--- src/rtl/uart_pkg.sv ---
// Shared types and helpers for the oversampling UART receiver.
// Optional parity support is enabled by defining UART_RX_PARITY_EN.
package uart_pkg;

   localparam int unsigned DEF_CLK_FREQ = 50_000_000;
   localparam int unsigned DEF_BAUD     = 115200;

`ifdef UART_RX_PARITY_EN
   typedef enum logic [2:0] {
      ST_IDLE   = 3'd0,
      ST_START  = 3'd1,
      ST_DATA   = 3'd2,
      ST_PARITY = 3'd3,
      ST_STOP   = 3'd4
   } rx_state_e;
`else
   typedef enum logic [1:0] {
      ST_IDLE  = 2'd0,
      ST_START = 2'd1,
      ST_DATA  = 2'd2,
      ST_STOP  = 2'd3
   } rx_state_e;
`endif

   // Clocks per oversample tick, rounded to nearest
   function automatic int unsigned calc_div(input int unsigned clk_freq,
                                            input int unsigned baud,
                                            input int unsigned os);
      int unsigned denom;
      denom = baud * os;
      return (clk_freq + denom / 2) / denom;
   endfunction

   // 2-of-3 majority vote
   function automatic logic maj3(input logic a, input logic b, input logic c);
      return (a & b) | (a & c) | (b & c);
   endfunction

endpackage

--- src/rtl/uart_rx_os_if.sv ---
// Receive-side byte handshake and status flags of the UART receiver.
// With UART_RX_PARITY_EN defined the bundle carries a parity_err pulse.
interface uart_rx_os_if #(
   parameter int unsigned DATA_BITS = 8
) ();
   logic [DATA_BITS-1:0] rx_data;
   logic                 rx_valid;
   logic                 rx_ready;
   logic                 frame_err;
   logic                 overrun;
`ifdef UART_RX_PARITY_EN
   logic                 parity_err;

   modport master (output rx_data, output rx_valid, output frame_err,
                   output overrun, output parity_err, input rx_ready);
   modport slave  (input rx_data, input rx_valid, input frame_err,
                   input overrun, input parity_err, output rx_ready);
`else
   modport master (output rx_data, output rx_valid, output frame_err,
                   output overrun, input rx_ready);
   modport slave  (input rx_data, input rx_valid, input frame_err,
                   input overrun, output rx_ready);
`endif
endinterface

--- src/rtl/uart_baud_tick.sv ---
// Free-running oversample tick generator: one-cycle pulse every DIV clocks.
module uart_baud_tick #(
   parameter int unsigned DIV = 27
) (
   input  logic clk,
   input  logic rst,
   output logic tick
);
   localparam int unsigned CW = (DIV > 1) ? $clog2(DIV) : 1;

   logic [CW-1:0] cnt_q, cnt_d;
   logic          tick_q, tick_d;

   // Wrap the counter at DIV-1 and flag the wrap
   always_comb begin
      cnt_d  = cnt_q + CW'(1);
      tick_d = 1'b0;
      if (cnt_q == CW'(DIV - 1)) begin
         cnt_d  = '0;
         tick_d = 1'b1;
      end
   end

   // Divider state
   always_ff @(posedge clk or posedge rst) begin
      if (rst) begin
         cnt_q  <= '0;
         tick_q <= 1'b0;
      end else begin
         cnt_q  <= cnt_d;
         tick_q <= tick_d;
      end
   end

   assign tick = tick_q;
endmodule

--- src/rtl/uart_rx_os.sv ---
// UART receiver with oversampling and 3-sample majority vote at bit centre.
// Delivers bytes on a valid/ready handshake, flags framing errors and overrun.
// Define UART_RX_PARITY_EN to add a parity bit (even unless PARITY_ODD=1).
module uart_rx_os
   import uart_pkg::*;
#(
   parameter int unsigned CLK_FREQ   = DEF_CLK_FREQ,
   parameter int unsigned BAUD       = DEF_BAUD,
   parameter int unsigned OVERSAMPLE = 16,
   parameter int unsigned DATA_BITS  = 8
`ifdef UART_RX_PARITY_EN
   ,
   parameter bit          PARITY_ODD = 1'b0
`endif
) (
   input  logic         clk,
   input  logic         rst,
   input  logic         rxd,
   uart_rx_os_if.master rx_if
);
   localparam int unsigned DIV = calc_div(CLK_FREQ, BAUD, OVERSAMPLE);
   localparam int unsigned TW  = $clog2(OVERSAMPLE);
   localparam int unsigned BW  = (DATA_BITS > 1) ? $clog2(DATA_BITS) : 1;

   localparam logic [TW-1:0] TICK_MID  = TW'(OVERSAMPLE / 2 + 1);
   localparam logic [TW-1:0] TICK_LAST = TW'(OVERSAMPLE - 1);
   localparam logic [BW-1:0] BIT_LAST  = BW'(DATA_BITS - 1);

   logic tick;

   rx_state_e            state_q, state_d;
   logic                 sync1_q, sync2_q;
   logic [1:0]           hist_q, hist_d;
   logic [TW-1:0]        tick_cnt_q, tick_cnt_d;
   logic [BW-1:0]        bit_cnt_q, bit_cnt_d;
   logic [DATA_BITS-1:0] shreg_q, shreg_d;
   logic                 armed_q, armed_d;
   logic [DATA_BITS-1:0] rx_data_q, rx_data_d;
   logic                 rx_valid_q, rx_valid_d;
   logic                 frame_err_q, frame_err_d;
   logic                 overrun_q, overrun_d;
`ifdef UART_RX_PARITY_EN
   logic                 par_acc_q, par_acc_d;
   logic                 parity_err_q, parity_err_d;
`endif

   logic rxs_c;
   logic vote_c;
   logic at_mid_c;
   logic at_last_c;

   uart_baud_tick #(.DIV(DIV)) u_tick (
      .clk  (clk),
      .rst  (rst),
      .tick (tick)
   );

   // Bring the asynchronous line into the clock domain
   always_ff @(posedge clk or posedge rst) begin
      if (rst) begin
         sync1_q <= 1'b1;
         sync2_q <= 1'b1;
      end else begin
         sync1_q <= rxd;
         sync2_q <= sync1_q;
      end
   end

   assign rxs_c     = sync2_q;
   assign vote_c    = maj3(hist_q[1], hist_q[0], rxs_c);
   assign at_mid_c  = tick && (tick_cnt_q == TICK_MID);
   assign at_last_c = tick && (tick_cnt_q == TICK_LAST);

   // Next-state and datapath for the receive FSM
   always_comb begin
      state_d     = state_q;
      hist_d      = hist_q;
      tick_cnt_d  = tick_cnt_q;
      bit_cnt_d   = bit_cnt_q;
      shreg_d     = shreg_q;
      armed_d     = armed_q;
      rx_data_d   = rx_data_q;
      rx_valid_d  = rx_valid_q & ~rx_if.rx_ready;
      frame_err_d = 1'b0;
      overrun_d   = overrun_q;
`ifdef UART_RX_PARITY_EN
      par_acc_d    = par_acc_q;
      parity_err_d = 1'b0;
`endif

      if (tick) begin
         hist_d = {hist_q[0], rxs_c};
         if (state_q != ST_IDLE) begin
            tick_cnt_d = (tick_cnt_q == TICK_LAST) ? '0 : tick_cnt_q + TW'(1);
         end
      end

      case (state_q)
         ST_IDLE: begin
            tick_cnt_d = '0;
            bit_cnt_d  = '0;
            if (rxs_c) begin
               armed_d = 1'b1;
            end
            if (tick && !rxs_c && armed_q) begin
               state_d = ST_START;
            end
         end

         ST_START: begin
            if (at_mid_c && vote_c) begin
               state_d = ST_IDLE;
            end else if (at_last_c) begin
               state_d   = ST_DATA;
               bit_cnt_d = '0;
`ifdef UART_RX_PARITY_EN
               par_acc_d = 1'b0;
`endif
            end
         end

         ST_DATA: begin
            if (at_mid_c) begin
               shreg_d = {vote_c, shreg_q[DATA_BITS-1:1]};
`ifdef UART_RX_PARITY_EN
               par_acc_d = par_acc_q ^ vote_c;
`endif
            end
            if (at_last_c) begin
               if (bit_cnt_q == BIT_LAST) begin
`ifdef UART_RX_PARITY_EN
                  state_d = ST_PARITY;
`else
                  state_d = ST_STOP;
`endif
               end else begin
                  bit_cnt_d = bit_cnt_q + BW'(1);
               end
            end
         end

`ifdef UART_RX_PARITY_EN
         ST_PARITY: begin
            if (at_mid_c) begin
               parity_err_d = par_acc_q ^ vote_c ^ PARITY_ODD;
            end
            if (at_last_c) begin
               state_d = ST_STOP;
            end
         end
`endif

         ST_STOP: begin
            // Leave at bit centre so a following start edge is never missed
            if (at_mid_c) begin
               state_d = ST_IDLE;
               if (vote_c) begin
                  if (rx_valid_q && !rx_if.rx_ready) begin
                     overrun_d = 1'b1;
                  end else begin
                     rx_data_d  = shreg_q;
                     rx_valid_d = 1'b1;
                  end
               end else begin
                  frame_err_d = 1'b1;
                  armed_d     = 1'b0;
               end
            end
         end

         default: begin
            state_d = ST_IDLE;
         end
      endcase
   end

   // Receive FSM and datapath registers
   always_ff @(posedge clk or posedge rst) begin
      if (rst) begin
         state_q     <= ST_IDLE;
         hist_q      <= 2'b11;
         tick_cnt_q  <= '0;
         bit_cnt_q   <= '0;
         shreg_q     <= '0;
         armed_q     <= 1'b1;
         rx_data_q   <= '0;
         rx_valid_q  <= 1'b0;
         frame_err_q <= 1'b0;
         overrun_q   <= 1'b0;
`ifdef UART_RX_PARITY_EN
         par_acc_q    <= 1'b0;
         parity_err_q <= 1'b0;
`endif
      end else begin
         state_q     <= state_d;
         hist_q      <= hist_d;
         tick_cnt_q  <= tick_cnt_d;
         bit_cnt_q   <= bit_cnt_d;
         shreg_q     <= shreg_d;
         armed_q     <= armed_d;
         rx_data_q   <= rx_data_d;
         rx_valid_q  <= rx_valid_d;
         frame_err_q <= frame_err_d;
         overrun_q   <= overrun_d;
`ifdef UART_RX_PARITY_EN
         par_acc_q    <= par_acc_d;
         parity_err_q <= parity_err_d;
`endif
      end
   end

   assign rx_if.rx_data   = rx_data_q;
   assign rx_if.rx_valid  = rx_valid_q;
   assign rx_if.frame_err = frame_err_q;
   assign rx_if.overrun   = overrun_q;
`ifdef UART_RX_PARITY_EN
   assign rx_if.parity_err = parity_err_q;
`endif

endmodule

--- src/flat_wrapper.sv ---
// flat-port wrapper written by rule: the top's interface ports become plain ports
module uart_rx_os_flat import uart_pkg::*;
#(
   parameter int unsigned CLK_FREQ   = DEF_CLK_FREQ,
   parameter int unsigned BAUD       = DEF_BAUD,
   parameter int unsigned OVERSAMPLE = 16,
   parameter int unsigned DATA_BITS  = 8

)
  (clk, rst, rxd, rx_if_rx_data, rx_if_rx_valid, rx_if_frame_err, rx_if_overrun, rx_if_rx_ready);
  uart_rx_os_if #(.DATA_BITS(DATA_BITS)) rx_if_i ();
  input  logic clk;
  input  logic rst;
  input  logic rxd;
  output wire logic [$bits(rx_if_i.rx_data)-1:0] rx_if_rx_data;
  output wire logic [$bits(rx_if_i.rx_valid)-1:0] rx_if_rx_valid;
  output wire logic [$bits(rx_if_i.frame_err)-1:0] rx_if_frame_err;
  output wire logic [$bits(rx_if_i.overrun)-1:0] rx_if_overrun;
  input wire logic [$bits(rx_if_i.rx_ready)-1:0] rx_if_rx_ready;
  assign rx_if_rx_data = rx_if_i.rx_data;
  assign rx_if_rx_valid = rx_if_i.rx_valid;
  assign rx_if_frame_err = rx_if_i.frame_err;
  assign rx_if_overrun = rx_if_i.overrun;
  assign rx_if_i.rx_ready = rx_if_rx_ready;
  uart_rx_os #(.CLK_FREQ(CLK_FREQ), .BAUD(BAUD), .OVERSAMPLE(OVERSAMPLE), .DATA_BITS(DATA_BITS)) u_core (.clk(clk), .rst(rst), .rxd(rxd), .rx_if(rx_if_i));
endmodule
--- config.mk ---
export PLATFORM = sky130hd
export DESIGN_NAME = uart_rx_os_flat
export DESIGN_NICKNAME = d
export VERILOG_FILES = /design/src/rtl/uart_pkg.sv /design/src/rtl/uart_rx_os_if.sv /design/src/rtl/uart_baud_tick.sv /design/src/rtl/uart_rx_os.sv /design/src/flat_wrapper.sv
export SDC_FILE = /design/constraint.sdc
export NUM_CORES = 1
export LEC_CHECK = 0
export ABC_AREA = 1
export ABC_CLOCK_PERIOD_IN_PS = 1900
export CAP_MARGIN = 20
export CORE_MARGIN = 2
export CORE_UTILIZATION = 43
export DETAILED_ROUTE_END_ITERATION = 10
export SLEW_MARGIN = 25
export SYNTH_ARGS = -nofsm -noshare
export SYNTH_HDL_FRONTEND = slang
export SYNTH_SLANG_ARGS = --single-unit
--- constraint.sdc ---
create_clock -name clk -period 1.9 [get_ports clk]
set_clock_uncertainty 0.05 [all_clocks]
set_input_delay 0.19 -clock clk [delete_from_list [all_inputs] [get_ports clk]]
set_output_delay 0.19 -clock clk [all_outputs]
set_load 0.005 [all_outputs]
==> impl_metrics.toml, run 1 <==
[run_status]
result_of_the_run = "complete, no violations"

[synthesis]
synth-edff-count = 0
post_synth_inst_count = 187
synth_top_area_frac = 0.482
synth_common_cells = "43 x sky130_fd_sc_hd__nand2_1, 34 x sky130_fd_sc_hd__dfrtp_1, 23 x sky130_fd_sc_hd__inv_1"
synthDominantAreaCellType = "sky130_fd_sc_hd__dfrtp_1"
syn_nets = 197
synthDistinctLibCells = 30
yosysSeqAreaShare = 0.557
ys.flop_type = "sky130_fd_sc_hd__dfrtp_1"
yosys.cell_count.top_type = "sky130_fd_sc_hd__nand2_1"
synth.top_cells.by_area = "sky130_fd_sc_hd__dfrtp_1 48%, sky130_fd_sc_hd__nand2_1 9.1%, sky130_fd_sc_hd__dfstp_2 7.4%"
yosys_register_bits = 39
syn_avg_cell_area_sq_um = 9.43
ys_warn_count = 0
synth_async_sr_flop_share = 1.00
synth_area_sq_um = 1760

[global_route]
grt_pass1_wl_mm = 5.25
grt_remaining_overflow = 0
pin_count_of_the_biggest_net_entering_global_routing = 40
grt_pass1_vias = 1229
antenna_found_initial = 0
grt_util_all_layers = 0.157

[worst_setup_path]
crit_path_start = "u_core.tick_cnt_q[0]"
critPathLaunchType = "flip-flop"
timing.reg2reg.setup_slack_ns = 0.31
rr_startpoint = "u_core.tick_cnt_q[0]"
path_max_fanout = 5
worst_ep_arrival_time_ns = 1.70
worstPathRequired_ns = 2.01
critical_path.endpoint = "u_core.bit_cnt_q[1]"
crit-reg2reg-capture = "u_core.bit_cnt_q[1]"
worst_reg_to_reg_cells = 8
worst_setup_end_kind = "flip-flop"
timing_worst_setup_path_type = "flip-flop to flip-flop"

[clocking]
clock_sink_count = 39
holdBufCountCts = 0
worst_skew_pair.late_latency_ns = 0.29
cts_made_buffers = 5
root_buffer_cell = "sky130_fd_sc_hd__clkbuf_8"
cts-root-to-sink-buffers = 2
cts.repair_timing.setup_buffer_count = 0
tritoncts_clock_tree = "built"
clkSlewWorstSetupHoldPaths_ns = 0.08
cts_resized = 0
ctsHtreeMaxLevel = 2

[power_and_ir_drop]
p_per_area_nw_per_um2 = 815
vdd_ir_drop_max_v = 0.000597
power_mw = 1.70
power_leakage_nw = 0.930

[place]
finalWeightedCongestion = 0.811
detailed_place_hpwl_mm = 2.12
port-buffer-count = 14

[die]
floorplan.die.height_um = 68.1
core_sq_um = 3970
die_width_um = 68.1
rows = 23
fp.dieArea_sq_um = 4630
io_pins = 15
initial_cell_density_of_the_core = 0.444

[min_path]
min-delay-path-class = "input pin to async pin"

[flow_run]
max_cap_violations = 0

[routing]
first_pass_iters = 4
vias = 1256
detail_route.drc_violations = 0
drt-wirelength-per-cell_um = 11.3
detail-route-antenna-nets = 0
drtIter0Drc = 56
vias_per_cell = 4.89
wirelength_mm = 2.91

[timing]
fin_crit_sh = 0.836
report.final.setup_viol = 0
grt_setup_unrepaired = "false"
setup_total_negative_slack_ns = 0
fmax_mhz = 630
period_needed_ns = 1.59
drv_slew = 0
report.final.hold_viol_count = 0
worst_slew_margin_rel = 0.686
tightest_slew_ns = 0.471

[finish]
area_delta_synth_final_pct = 18.1
number_of_nets_at_the_end_of_the_flow = 216
antenna_cells_inserted = 0
fraction_of_layout_cells_with_a_size_suffix_above_1 = 0.150
-- critical path: stages, from the launching register on --
cell	delay [ns]
sky130_fd_sc_hd__dfrtp_1	0.42
sky130_fd_sc_hd__ha_1	0.20
sky130_fd_sc_hd__nand2_1	0.10
sky130_fd_sc_hd__nor2_1	0.22
sky130_fd_sc_hd__inv_1	0.09
sky130_fd_sc_hd__nand2_1	0.07
sky130_fd_sc_hd__nand3_1	0.14
sky130_fd_sc_hd__nand2_1	0.09
sky130_fd_sc_hd__o21ai_0	0.08
-- per-stage QoR --
stage               worst slack [ns]  hold slack (ns)   util  instances  instance area (sq um)
floorplan                      0.423            0.144      -        187                   1760
global placement               0.374            0.296  0.491        249                   1950
detailed placement             0.307            0.298  0.491        249                   1950
CTS                            0.305            0.247  0.525        257                   2080
global route                   0.117            0.255  0.525        257                   2080
finish                         0.312            0.253  0.525        257                   2080
-- worst min-delay path by stage --
stage / to / slack, ns
6_report: u_core.u_tick.cnt_q[1] / 0.25
5_1_grt: u_core.sync1_q / 0.26
4_1_cts: u_core.sync1_q / 0.25
3_5_place_dp: u_core.rxs_c / 0.30
3_3_place_gp: u_core.rxs_c / 0.30
2_1_floorplan: u_core.sync1_q / 0.14
-- layout by cell type, fill, tap and decap left out, types with 2 or more instances in the layout --
cell type                         synthesis  final
sky130_fd_sc_hd__dfrtp_1                 34     34
sky130_fd_sc_hd__clkdlybuf4s50_1          0     14
sky130_fd_sc_hd__ha_1                     6      6
sky130_fd_sc_hd__o21ai_2                  7      7
sky130_fd_sc_hd__buf_4                    2      2
sky130_fd_sc_hd__clkbuf_8                 0      5
sky130_fd_sc_hd__o21ai_1                  3      3
sky130_fd_sc_hd__nor2_4                   2      2
sky130_fd_sc_hd__a21oi_1                  6      6
sky130_fd_sc_hd__inv_1                   23     23
sky130_fd_sc_hd__nand2_1                 43     43
sky130_fd_sc_hd__nand2_4                  2      2
sky130_fd_sc_hd__o21ai_0                 13     13
sky130_fd_sc_hd__bufinv_16                0      2
sky130_fd_sc_hd__o22ai_1                  2      2
sky130_fd_sc_hd__dfstp_2                  5      5
sky130_fd_sc_hd__nor2_1                  12     12
sky130_fd_sc_hd__nand4_1                  2      2
sky130_fd_sc_hd__nand2_2                  2      2
sky130_fd_sc_hd__nand3_1                 10     10
-- kinds of logic (layout without fill, tap and decap cells) --
family	after synthesis	after routing	synth area share
XOR/XNOR	2	2	0.00993
buffers and inverters	28	48	0.0688
AND/OR/NAND/NOR	77	77	0.201
adder cells (fa/ha/maj)	6	6	0.0426
flip-flops	39	39	0.557
AO/OA/AOI/OAI	35	35	0.121
-- area by class of cell --
cell class / count / area [sq um]
timing repair buffer: 16 / 155
clock buffer: 6 / 72.6
tap: 50 / 62.6
inverter: 24 / 90.1
multi-input combinational: 120 / 661
clock inverter: 2 / 60.1
fill: 380 / 1890
sequential: 39 / 982
-- metal layers --
metal	vias up	GRT usage	part of all wire
met3	2	0.0543	0.043
met4	0	0.0600	0.0082
met1	595	0.191	0.47
li1	636	-	-
met5	-	0	0
met2	23	0.256	0.48
-- sequential cells by signal, indices dropped and copies added (netlist names), 2 cells and up, named ones only --
| register | flops |
|---|---|
| u_core.tick_cnt_q | 4 |
| u_core.hist_q | 2 |
| u_core.u_tick.cnt_q | 5 |
| u_core.shreg_q | 8 |
| u_core.bit_cnt_q | 3 |
| u_core.rx_if.rx_data | 8 |
-- power breakdown --
group	switching (mW)	internal, mW	total, mW
Combinational	0.0350	0.0147	0.0497
Sequential	0.00664	0.838	0.844
Clock	0.279	0.525	0.804
Total	0.321	1.38	1.70
Power figures use the tool's default switching activity.
==> run 2, diff against run 1 <==
--- a/config.mk
+++ b/config.mk
@@ -6,7 +6,7 @@
 export NUM_CORES = 1
 export LEC_CHECK = 0
 export ABC_AREA = 1
-export ABC_CLOCK_PERIOD_IN_PS = 1900
+export ABC_CLOCK_PERIOD_IN_PS = 1500
 export CAP_MARGIN = 20
 export CORE_MARGIN = 2
 export CORE_UTILIZATION = 43
==> constraint.sdc (replaced) <==
create_clock -name clk -period 1.5 [get_ports clk]
set_clock_uncertainty 0.05 [all_clocks]
set_input_delay 0.15 -clock clk [delete_from_list [all_inputs] [get_ports clk]]
set_output_delay 0.15 -clock clk [all_outputs]
set_load 0.005 [all_outputs]
==> impl_metrics.toml, run 2 (same netlist as run 1, synthesis figures left out) <==
[routing]
first_pass_iters = 4
wirelength_mm = 3.31
vias = 1325
detail-route-antenna-nets = 0
vias_per_cell = 4.87
drtIter0Drc = 67
drt-wirelength-per-cell_um = 12.2
detail_route.drc_violations = 0

[worst_setup_path]
path_cells = "inv_2 -> ha_4 -> nand2_4 -> nor2_4 -> nand3_2 -> nor2_4 -> nand2_8 -> nand2_2 -> o21ai_2"
worst_setup_end_kind = "flip-flop"
worst_path_max_delay_cell = "sky130_fd_sc_hd__dfrtp_1"
cpLargestDelayFamily = "simple AND/OR/NAND/NOR gates"
critPathLaunchType = "flip-flop"
path_buf_inv = 1
timing_worst_setup_path_type = "flip-flop to flip-flop"
slowest_delay_ns = 0.39
crit_path_start = "u_core.tick_cnt_q[1]"
cell_repeated_most_along_the_worst_path = "sky130_fd_sc_hd__nor2_4"
path_max_fanout = 8
worstPathRequired_ns = 1.63
worst_ep_arrival_time_ns = 1.65
rr_startpoint = "u_core.tick_cnt_q[1]"

[power_and_ir_drop]
power_mw = 1.86
p_per_area_nw_per_um2 = 811
power_leakage_nw = 1.03
vdd_ir_drop_max_v = 0.000634

[place]
port-buffer-count = 14
post-place-cells = 260
finalWeightedCongestion = 0.783
detailed_place_hpwl_mm = 2.26
placed_area_sq_um = 2060
dp_slack_ns = -0.0684

[timing]
drv_slew = 0
report.final.hold_viol_count = 0
worst_slew_margin_rel = 0.794
fin_crit_sh = 1.01
fmax_mhz = 658
layout_setup_ws_ns = -0.0192
tightest_slew_ns = 0.308
period_needed_ns = 1.52
grt_setup_unrepaired = "true"
report.final.setup_viol = 1

[clocking]
cts_made_buffers = 5
tritoncts_clock_tree = "built"
holdBufCountCts = 0
ctsHtreeMaxLevel = 2
root_buffer_cell = "sky130_fd_sc_hd__clkbuf_8"
cts-root-to-sink-buffers = 2
clkSlewWorstSetupHoldPaths_ns = 0.07
worst_skew_pair.late_latency_ns = 0.29
clock_sink_count = 39

[min_path]
min-delay-path-class = "input pin to async pin"

[global_route]
grt_remaining_overflow = 0
grt_pass1_vias = 1318
grt_pass1_wl_mm = 5.24
pin_count_of_the_biggest_net_entering_global_routing = 40
antenna_found_initial = 0
grt_util_all_layers = 0.155

[die]
io_pins = 15
initial_cell_density_of_the_core = 0.444
fp.dieArea_sq_um = 4630
die_width_um = 68.1
floorplan.die.height_um = 68.1
core_sq_um = 3970
rows = 23

[finish]
most-common-layout-cells = "35 x sky130_fd_sc_hd__nand2_1, 32 x sky130_fd_sc_hd__dfrtp_1, 22 x sky130_fd_sc_hd__inv_1"
fraction_of_layout_cells_with_a_size_suffix_above_1 = 0.293
area_delta_synth_final_pct = 30.1
final.fill_count = 342
final_design_area_excluding_fillers_sq_um = 2300
most_common_cell_after_layout_fill_and_taps_aside = "sky130_fd_sc_hd__nand2_1"
number_of_nets_at_the_end_of_the_flow = 231
fin_cells = 272
antenna_cells_inserted = 0

[flow_run]
max_cap_violations = 0

[run_status]
result_of_the_run = "finished, violations left"
failed_checks = "negative setup slack"
## run 2: cell count changes in the layout (fill, tap and decap cells not counted), sizes merged
cell / before / now
nand2: 47 / 48
buf: 2 / 16
clkinv: 0 / 1
clkbuf: 6 / 7
bufinv: 2 / 0
## run 2: path summary, 6_finish.rpt
check | endpoint | slack [ns] | cells past startpoint
min in group clk | u_core.sync1_q | 0.22 | 1
worst min-delay path | u_core.tick_cnt_q[2] | 0.17 | 3
max in group asynchronous | u_core.hist_q[0] | 0.98 | 3
worst max register to register | u_core.rx_if.rx_data[5] | -0.02 | 9
worst max-delay path | u_core.rx_if.rx_data[5] | -0.02 | 9
worst min register to register | u_core.rxs_c | 0.31 | 0
## run 2: metrics by stage
stage	TNS, ns	hold slack, ns	util
after detailed placement	-0.177	0.307	0.518
final	-0.0192	0.167	0.578
after CTS	-0.0175	0.167	0.547
after global placement	0	0.296	0.518
after floorplan	0	0.104	-
after global routing	-0.728	0.176	0.578
## run 2: metal layers
| metal | track usage | part of all wire | routed length [um] | vias to the layer above |
|---|---|---|---|---|
| li1 | - | - | - | 667 |
| met1 | 0.174 | 0.44 | 1470 | 633 |
| met2 | 0.265 | 0.51 | 1690 | 21 |
| met3 | 0.0543 | 0.035 | 116 | 4 |
| met4 | 0.0675 | 0.010 | 33 | 0 |
| met5 | 0 | 0 | 0 | - |
## run 2: worst min-delay path: stages
cell and delay (ns):
sky130_fd_sc_hd__clkdlybuf4s50_1 0.40, sky130_fd_sc_hd__inv_1 0.09, sky130_fd_sc_hd__buf_12 0.23
## run 2: where the power goes
part / internal (mW) / switching (mW) / total (mW)
clock network: 0.371 / 0.349 / 0.719
logic: 0.0255 / 0.0471 / 0.0726
registers: 1.06 / 0.00966 / 1.07
## run 2: cell type report
| class | count | area, sq um | share of cell area |
|---|---|---|---|
| inverters | 24 | 90.1 | 0.0392 |
| repair buffers | 30 | 285 | 0.124 |
| multi-input cells | 121 | 782 | 0.341 |
| clock buffers | 7 | 86.3 | 0.0376 |
| flip-flops and latches | 39 | 985 | 0.429 |
| clock inverters | 1 | 5.00 | 0.00218 |
| well taps | 50 | 62.6 | 0.0272 |
## run 2: repair_timing
item	in CTS	in global routing
pin swaps	1	2
endpoints found under the hold margin	0	0
cloned	0	1
resized for setup	3	29
setup endpoints to repair	9	13
setup buffers	1	2
==> run 3, diff against run 2 <==
--- a/config.mk
+++ b/config.mk
@@ -11,6 +11,7 @@
 export CORE_MARGIN = 2
 export CORE_UTILIZATION = 43
 export DETAILED_ROUTE_END_ITERATION = 10
+export RECOVER_POWER = 25
 export SLEW_MARGIN = 25
 export SYNTH_ARGS = -nofsm -noshare
 export SYNTH_HDL_FRONTEND = slang
==> impl_metrics.toml, run 3 (same netlist as run 1, synthesis figures left out) <==
[clocking]
ctsHtreeMaxLevel = 2
cts_made_buffers = 5
root_buffer_cell = "sky130_fd_sc_hd__clkbuf_8"
tritoncts_clock_tree = "built"
worst_skew_pair.late_latency_ns = 0.29
cts-root-to-sink-buffers = 2
holdBufCountCts = 0
clkSlewWorstSetupHoldPaths_ns = 0.07
clock_sink_count = 39

[worst_setup_path]
path_max_fanout = 8
critPathLaunchType = "flip-flop"
worst_ep_arrival_time_ns = 1.65
timing_worst_setup_path_type = "flip-flop to flip-flop"
worst_setup_end_kind = "flip-flop"
worstPathRequired_ns = 1.63

[finish]
fraction_of_layout_cells_with_a_size_suffix_above_1 = 0.293
final_design_area_excluding_fillers_sq_um = 2280
most-common-layout-cells = "35 x sky130_fd_sc_hd__nand2_1, 32 x sky130_fd_sc_hd__dfrtp_1, 22 x sky130_fd_sc_hd__inv_1"
number_of_nets_at_the_end_of_the_flow = 231
postLayoutCoreUtil = 0.574
antenna_cells_inserted = 0
area_delta_synth_final_pct = 29.3
most_common_cell_after_layout_fill_and_taps_aside = "sky130_fd_sc_hd__nand2_1"

[routing]
vias_per_cell = 4.88
vias = 1327
drtIter0Drc = 68
drt-wirelength-per-cell_um = 12.2
detail_route.drc_violations = 0
first_pass_iters = 4
wirelength_mm = 3.33
detail-route-antenna-nets = 0

[timing]
fin_crit_sh = 1.01
period_needed_ns = 1.52
drv_slew = 0
layout_setup_ws_ns = -0.0193
tightest_slew_ns = 0.949
report.final.setup_viol = 1
setup_total_negative_slack_ns = -0.0193
grt_setup_unrepaired = "true"
report.final.hold_viol_count = 0
fmax_mhz = 658
worst_slew_margin_rel = 0.368

[die]
die_width_um = 68.1
initial_cell_density_of_the_core = 0.444
floorplan.die.height_um = 68.1
core_sq_um = 3970
rows = 23
fp.dieArea_sq_um = 4630
io_pins = 15

[global_route]
grt_remaining_overflow = 0
pin_count_of_the_biggest_net_entering_global_routing = 40
antenna_found_initial = 0
grt_pass1_vias = 1318
grt_pass1_wl_mm = 5.24
grt_util_all_layers = 0.155

[min_path]
min-delay-path-class = "flip-flop to flip-flop"

[power_and_ir_drop]
p_per_area_nw_per_um2 = 814
power_leakage_nw = 1.02
vdd_ir_drop_max_v = 0.000632

[place]
dp_slack_ns = -0.0684
finalWeightedCongestion = 0.783
port-buffer-count = 14
detailed_place_hpwl_mm = 2.26
placed_area_sq_um = 2060

[flow_run]
max_cap_violations = 0

[run_status]
result_of_the_run = "finished, violations left"
failed_checks = "negative setup slack"
## run 3: per-stage QoR
stage	hold WS, ns	instances	total power, mW
2_1_floorplan	0.104	187	1.13
3_3_place_gp	0.296	260	1.16
3_5_place_dp	0.307	260	1.16
4_1_cts	0.167	269	1.88
5_1_grt	0.320	272	1.94
6_report	0.313	272	1.86
## run 3: where the power goes
part / total [mW] / switching (mW) / internal (mW) / leakage [nW]
logic: 0.0662 / 0.0464 / 0.0198 / 0.463
clock network: 0.719 / 0.348 / 0.371 / 0.0482
registers: 1.07 / 0.00967 / 1.06 / 0.509
## run 3: routing by layer
layer,vias to the layer above,routed length [um],GRT usage
li1,666,-,-
met1,634,1490,0.174
met2,23,1690,0.265
met3,4,117,0.0543
met4,0,33,0.0675
met5,-,0,0
## run 3: area by class of cell
cell class                 count  area (sq um)
sequential                    39           985
clock inverter                 1          5.00
timing repair buffer          30           270
multi-input combinational    121           782
clock buffer                   7          86.3
tap                           50          62.6
inverter                      24          90.1
fill                         344          1690
## run 3: timing repair
| action | CTS | global route |
|---|---|---|
| pin swaps | 1 | 2 |
| gates cloned | 0 | 1 |
| buffers inserted | 1 | 2 |
| setup endpoints to repair | 9 | 13 |
| resized for setup | 3 | 29 |
## run 3: path summary, 6_finish.rpt
path | startpoint | to | slack (ns) | depth (start not counted)
hold reg to reg | u_core.sync1_q | u_core.rxs_c | 0.31 | 0
min in group asynchronous | rst | u_core.tick_cnt_q[2] | 0.55 | 3
setup reg to reg | u_core.tick_cnt_q[1] | u_core.rx_if.rx_data[5] | -0.02 | 9
max in group asynchronous | rst | u_core.u_tick.tick | 0.21 | 3
setup / recovery | u_core.tick_cnt_q[1] | u_core.rx_if.rx_data[5] | -0.02 | 9
hold / removal | u_core.sync1_q | u_core.rxs_c | 0.31 | 0
## run 3: critical path, stage by stage (launching register included)
cell and delay [ns]:
sky130_fd_sc_hd__dfrtp_1 0.39, sky130_fd_sc_hd__inv_2 0.08, sky130_fd_sc_hd__ha_4 0.14, sky130_fd_sc_hd__nand2_4 0.05
sky130_fd_sc_hd__nor2_4 0.09, sky130_fd_sc_hd__nand3_2 0.10, sky130_fd_sc_hd__nor2_4 0.22, sky130_fd_sc_hd__nand2_8 0.15
sky130_fd_sc_hd__nand2_2 0.09, sky130_fd_sc_hd__o21ai_2 0.05
